**config.mk**
```make
export PLATFORM = sky130hd
export DESIGN_NAME = bk_multiword_add_ctrl
export DESIGN_NICKNAME = d
export VERILOG_FILES = /design/src/rtl/bk_multiword_add_ctrl.sv
export SDC_FILE = /design/constraint.sdc
export NUM_CORES = 1
export LEC_CHECK = 0
export CORE_ASPECT_RATIO = 1.2
export CORE_MARGIN = 3
export CORE_UTILIZATION = 35
export DETAILED_ROUTE_END_ITERATION = 6
export GPL_ROUTABILITY_DRIVEN = 0
export GPL_TIMING_DRIVEN = 0
export PLACE_DENSITY = 0.76
export SYNTH_ARGS = -nofsm -noshare
export SYNTH_HDL_FRONTEND = slang
export SYNTH_SLANG_ARGS = --single-unit
```
**constraint.sdc**
```tcl
create_clock -name clk -period 1.7 [get_ports clk]
set_input_delay 0.17 -clock clk [delete_from_list [all_inputs] [get_ports clk]]
set_output_delay 0.17 -clock clk [all_outputs]
set_load 0.01 [all_outputs]
```
**src/rtl/bk_multiword_add_ctrl.sv**
```systemverilog
// Multi-word add/subtract sequencer driving one WORD_W-bit adder slice,
// least significant word first, carry chained through a register.
module bk_multiword_add_ctrl #(
  parameter int unsigned WORD_W = 8,
  parameter int unsigned NW_W   = 4
) (
  input  logic              clk,
  input  logic              rst_n,
  input  logic              start,
  input  logic              op_sub,
  input  logic [NW_W-1:0]   num_words,
  input  logic              abort,
  output logic              ready,
  output logic              rd_en,
  output logic [NW_W-1:0]   rd_addr,
  input  logic [WORD_W-1:0] a_word,
  input  logic [WORD_W-1:0] b_word,
  output logic [WORD_W-1:0] adder_a,
  output logic [WORD_W-1:0] adder_b,
  output logic              adder_cin,
  input  logic [WORD_W-1:0] adder_sum,
  input  logic              adder_cout,
  output logic              wr_en,
  output logic [NW_W-1:0]   wr_addr,
  output logic [WORD_W-1:0] wr_data,
  output logic              done,
  output logic              carry_out
);

  typedef enum logic [1:0] {
    IDLE  = 2'd0,
    RUN   = 2'd1,
    DRAIN = 2'd2,
    FIN   = 2'd3
  } state_t;

  state_t            state;
  logic              op_q;
  logic [NW_W-1:0]   num_q;
  logic              vld;
  logic              carry_reg;
  logic              last_rd;

  // rd_addr doubles as the read index; the last read is index num_words-1
  assign last_rd = (rd_addr == (num_q - NW_W'(1)));

  // Sequencer, read issue, one-cycle data-valid pipeline and carry chain
  always_ff @(posedge clk or negedge rst_n) begin
    if (!rst_n) begin
      state     <= IDLE;
      op_q      <= 1'b0;
      num_q     <= '0;
      ready     <= 1'b1;
      rd_en     <= 1'b0;
      rd_addr   <= '0;
      vld       <= 1'b0;
      wr_addr   <= '0;
      carry_reg <= 1'b0;
      carry_out <= 1'b0;
      done      <= 1'b0;
    end else begin
      done    <= 1'b0;
      vld     <= rd_en;
      wr_addr <= rd_addr;
      if (vld) begin
        carry_reg <= adder_cout;
      end
      case (state)
        IDLE: begin
          if (start) begin
            op_q      <= op_sub;
            num_q     <= num_words;
            carry_reg <= op_sub;
            rd_addr   <= '0;
            ready     <= 1'b0;
            if (num_words == '0) begin
              state     <= FIN;
              done      <= 1'b1;
              carry_out <= op_sub;
            end else begin
              state <= RUN;
              rd_en <= 1'b1;
            end
          end
        end
        RUN: begin
          if (abort) begin
            state <= IDLE;
            ready <= 1'b1;
            rd_en <= 1'b0;
            vld   <= 1'b0;
          end else if (last_rd) begin
            state <= DRAIN;
            rd_en <= 1'b0;
          end else begin
            rd_addr <= rd_addr + NW_W'(1);
          end
        end
        DRAIN: begin
          vld <= 1'b0;
          if (abort) begin
            state <= IDLE;
            ready <= 1'b1;
          end else begin
            state     <= FIN;
            done      <= 1'b1;
            carry_out <= adder_cout;
          end
        end
        FIN: begin
          state <= IDLE;
          ready <= 1'b1;
        end
        default: begin
          state <= IDLE;
          ready <= 1'b1;
          rd_en <= 1'b0;
          vld   <= 1'b0;
        end
      endcase
    end
  end

  // Adder slice operands: zeroed when no word is in flight
  always_comb begin
    adder_a   = '0;
    adder_b   = '0;
    adder_cin = 1'b0;
    if (vld) begin
      adder_a   = a_word;
      adder_b   = op_q ? ~b_word : b_word;
      adder_cin = carry_reg;
    end
  end

  assign wr_en   = vld;
  assign wr_data = adder_sum;

endmodule

```
==> results.ini <==
[critical_path]
start_kind=flop
rrSetupSlack_ps=-50
endpoint_kind=flop
crit_arrival_ps=1910
required_ps=1860
critical_path_class=flop to flop
crit_path_max_fanout=5

[worst_hold_path]
min_path_type=primary input to flop

[synthesis]
syn_area_um2=1340
yosys_warnings=0
postSynthCellCount=133
synth_edf_count=0
ys_seq_area_share_pct=39.4
synthFlopType=dfrtp_1
ys_ff_latch=21
syn_area_per_cell_um2=10.1
synth.distinct_cells=33
async_flop_share_pct=100
syn_nets=173

[floorplanning]
core_area_um2=3660
die_h_um=73.7
fp.dieW_um=62.4
pin_count=72
start_util_pct=36.5
dieArea_um2=4600
rows=24

[global_routing]
grt_start_max_net_pins=22
grt_pass1_wl_um=5600
grt_overflow=0
grt_pass1_vias=1191
grt_usage_pct=15.3
antenna_found_initial=0

[cts]
cts-root-buf=clkbuf_8
cts_inserted_buffers=3
cts.sinks=21
cts_tree=yes
cts_max_path_buffers=2
clock_latency_ps=270
htreeDepth=1
clk_pin_slew_ps=80

[routing]
wl_met3_um=220
via_per_inst=4.65
dr.pass1.iters=4
drt_iter0_drc=13
wl_met2_um=1880
highest_layer=met4
drt-wirelength-per-cell_um=13.9
antenna_left=0
drc=0
drt-total-wl_um=3590
num_vias=1205
drt-met1-wl_um=1410

[power]
pwr-share-seq_pct=26.6
clkPwrFrac_pct=9.7
power_leakage_nw=1.00
combinationalPowerShare_pct=63.7
sw_frac_of_total_pct=40.7
ir_drop_v=0.000723
p_switching_mw=1.41
p_int_mw=2.05
power_density_nw_per_um2=1520

[outcome]
violations=setup timing
outcome=finished, violations left

[final_layout]
antenna_cells=0
drive_gt1_share_pct=27.1
nFillCells=322
final-instance-count-excl-fill=259
multiInputGateArea_um2=843
largest_registers=num_q x4, rd_addr x4, wr_addr x4
area_growth_pct=70.5
layout.nets=248
seq_area_um2=532

[place]
dpl.hpwl_um=2550
dp_cells=247
io_buffers=62

[timing]
timing.final.crit_share_pct=103
hold_viol=0
rsz0062_at_grt=true
relSlewSlack_pct=37.3
whs_ps=410
setup_slack_ps=-50.9
worst_pin_slew_ps=938
setup_viol_count_final=5
slew_violations=0
fin_crit_ps=1750
max_freq_mhz=571
skew_ps=7.91

[flow_run]
max-cap-violations=0

==> critical path: stages, from the launching register on <==
cell and delay [ps]:
dfrtp_1 400, buf_6 130, nor3_4 190, xnor2_2 130, a41oi_4 370, buf_6 150, mux2i_2 220, nor3_2 50
==> cell usage after synthesis, drive strengths merged, types with 2 or more instances <==
cell / number / area share [%]
o22a: 2 / 1.4
clkbuf: 5 / 1.4
buf: 8 / 4.5
a21o: 2 / 1.3
nand3: 2 / 0.75
inv: 6 / 1.7
mux2: 6 / 5.1
a21oi: 4 / 1.5
nand2b: 4 / 1.9
a31oi: 3 / 1.4
xor2: 12 / 7.9
and2: 17 / 8.0
nand2: 7 / 2.0
nor2: 5 / 1.4
o21ai: 3 / 1.1
dfrtp: 20 / 37
nor3: 3 / 1.5
ha: 6 / 5.6
mux2i: 5 / 3.7
xnor2: 2 / 1.3
==> cells by family after synthesis <==
group,share of synthesized area (%)
DFF,39.4
muxes,8.79
adders and majority gates,5.61
xor gates and xnor gates,9.17
buffers and inverters,7.58
AOI/OAI and AO/OA,12.4
and+or+nand+nor,17.0
==> layout make-up <==
class                      count  area share, %
inverter                       6          0.987
multi-input combinational     94           37.0
clock inverter                 1          0.219
tap                           52           2.85
buffer                        12           3.95
timing repair buffer          70           29.9
sequential                    21           23.3
clock buffer                   3           1.81
==> power groups by stage <==
stage | Clock, mW | Combinational, mW | Sequential [mW]
after floorplan | 0 | 1.06 | 0.882
after global placement | 0 | 1.76 | 0.870
after detailed placement | 0 | 1.80 | 0.877
after CTS | 0.343 | 2.16 | 0.916
after global routing | 0.370 | 2.39 | 0.950
final | 0.335 | 2.20 | 0.920
==> final timing paths <==
check,startpoint,end,depth (start not counted)
worst min register to register,ready$_DFFE_PN1P_,ready$_DFFE_PN1P_,2
worst max register to register,num_q[1]$_DFFE_PN0P_,rd_addr[0]$_DFFE_PN0P_,7
worst min-delay path,start,rd_en$_DFFE_PN0P_,3
min in group asynchronous,rst_n,wr_addr[3]$_DFF_PN0_,1
max in group asynchronous,rst_n,wr_en$_DFF_PN0_,1
worst max-delay path,num_q[1]$_DFFE_PN0P_,rd_addr[0]$_DFFE_PN0P_,7
==> metal layers <==
layer | up-vias | global-route usage, %
met5 | - | 0
met3 | 4 | 2.75
met1 | 568 | 18.0
met4 | 0 | 7.11
met2 | 42 | 27.4
li1 | 591 | -
==> stage by stage <==
stage               setup WS (ps)  util (%)  instance area (µm²)  setup TNS [ps]  power, mW
detailed placement           -227      55.3                 2020           -2410       2.68
CTS                         -84.7      61.3                 2250            -250       3.41
floorplan                   -28.8         -                 1340           -28.8       1.94
finish                      -50.9      62.3                 2280            -153       3.46
global placement             -184      55.3                 2020           -1720       2.63
global route                 -135      62.3                 2280            -608       3.71
==> repair_timing <==
action / 4_1_cts / 5_1_grt
buffers inserted: 8 / 0
hold buffers: 0 / 0
pin swaps: 8 / 2
resized for setup: 34 / 9
gates cloned: 1 / 0
setup endpoints to repair: 29 / 11
==> cells in the final DEF, fill, tap and decap left out, drive strengths merged, types with 3 or more instances in the layout <==
cell type,count
nor3,3
a31oi,3
ha,6
buf,17
clkbuf,6
and2,17
nand2b,4
o21ai,3
dlygate4sd2,8
a21oi,4
nor2,5
mux2i,5
mux2,6
inv,6
xor2,12
nand2,7
dfrtp,20
clkdlybuf4s50,54
Note: power is estimated with default switching activity, not from simulation.
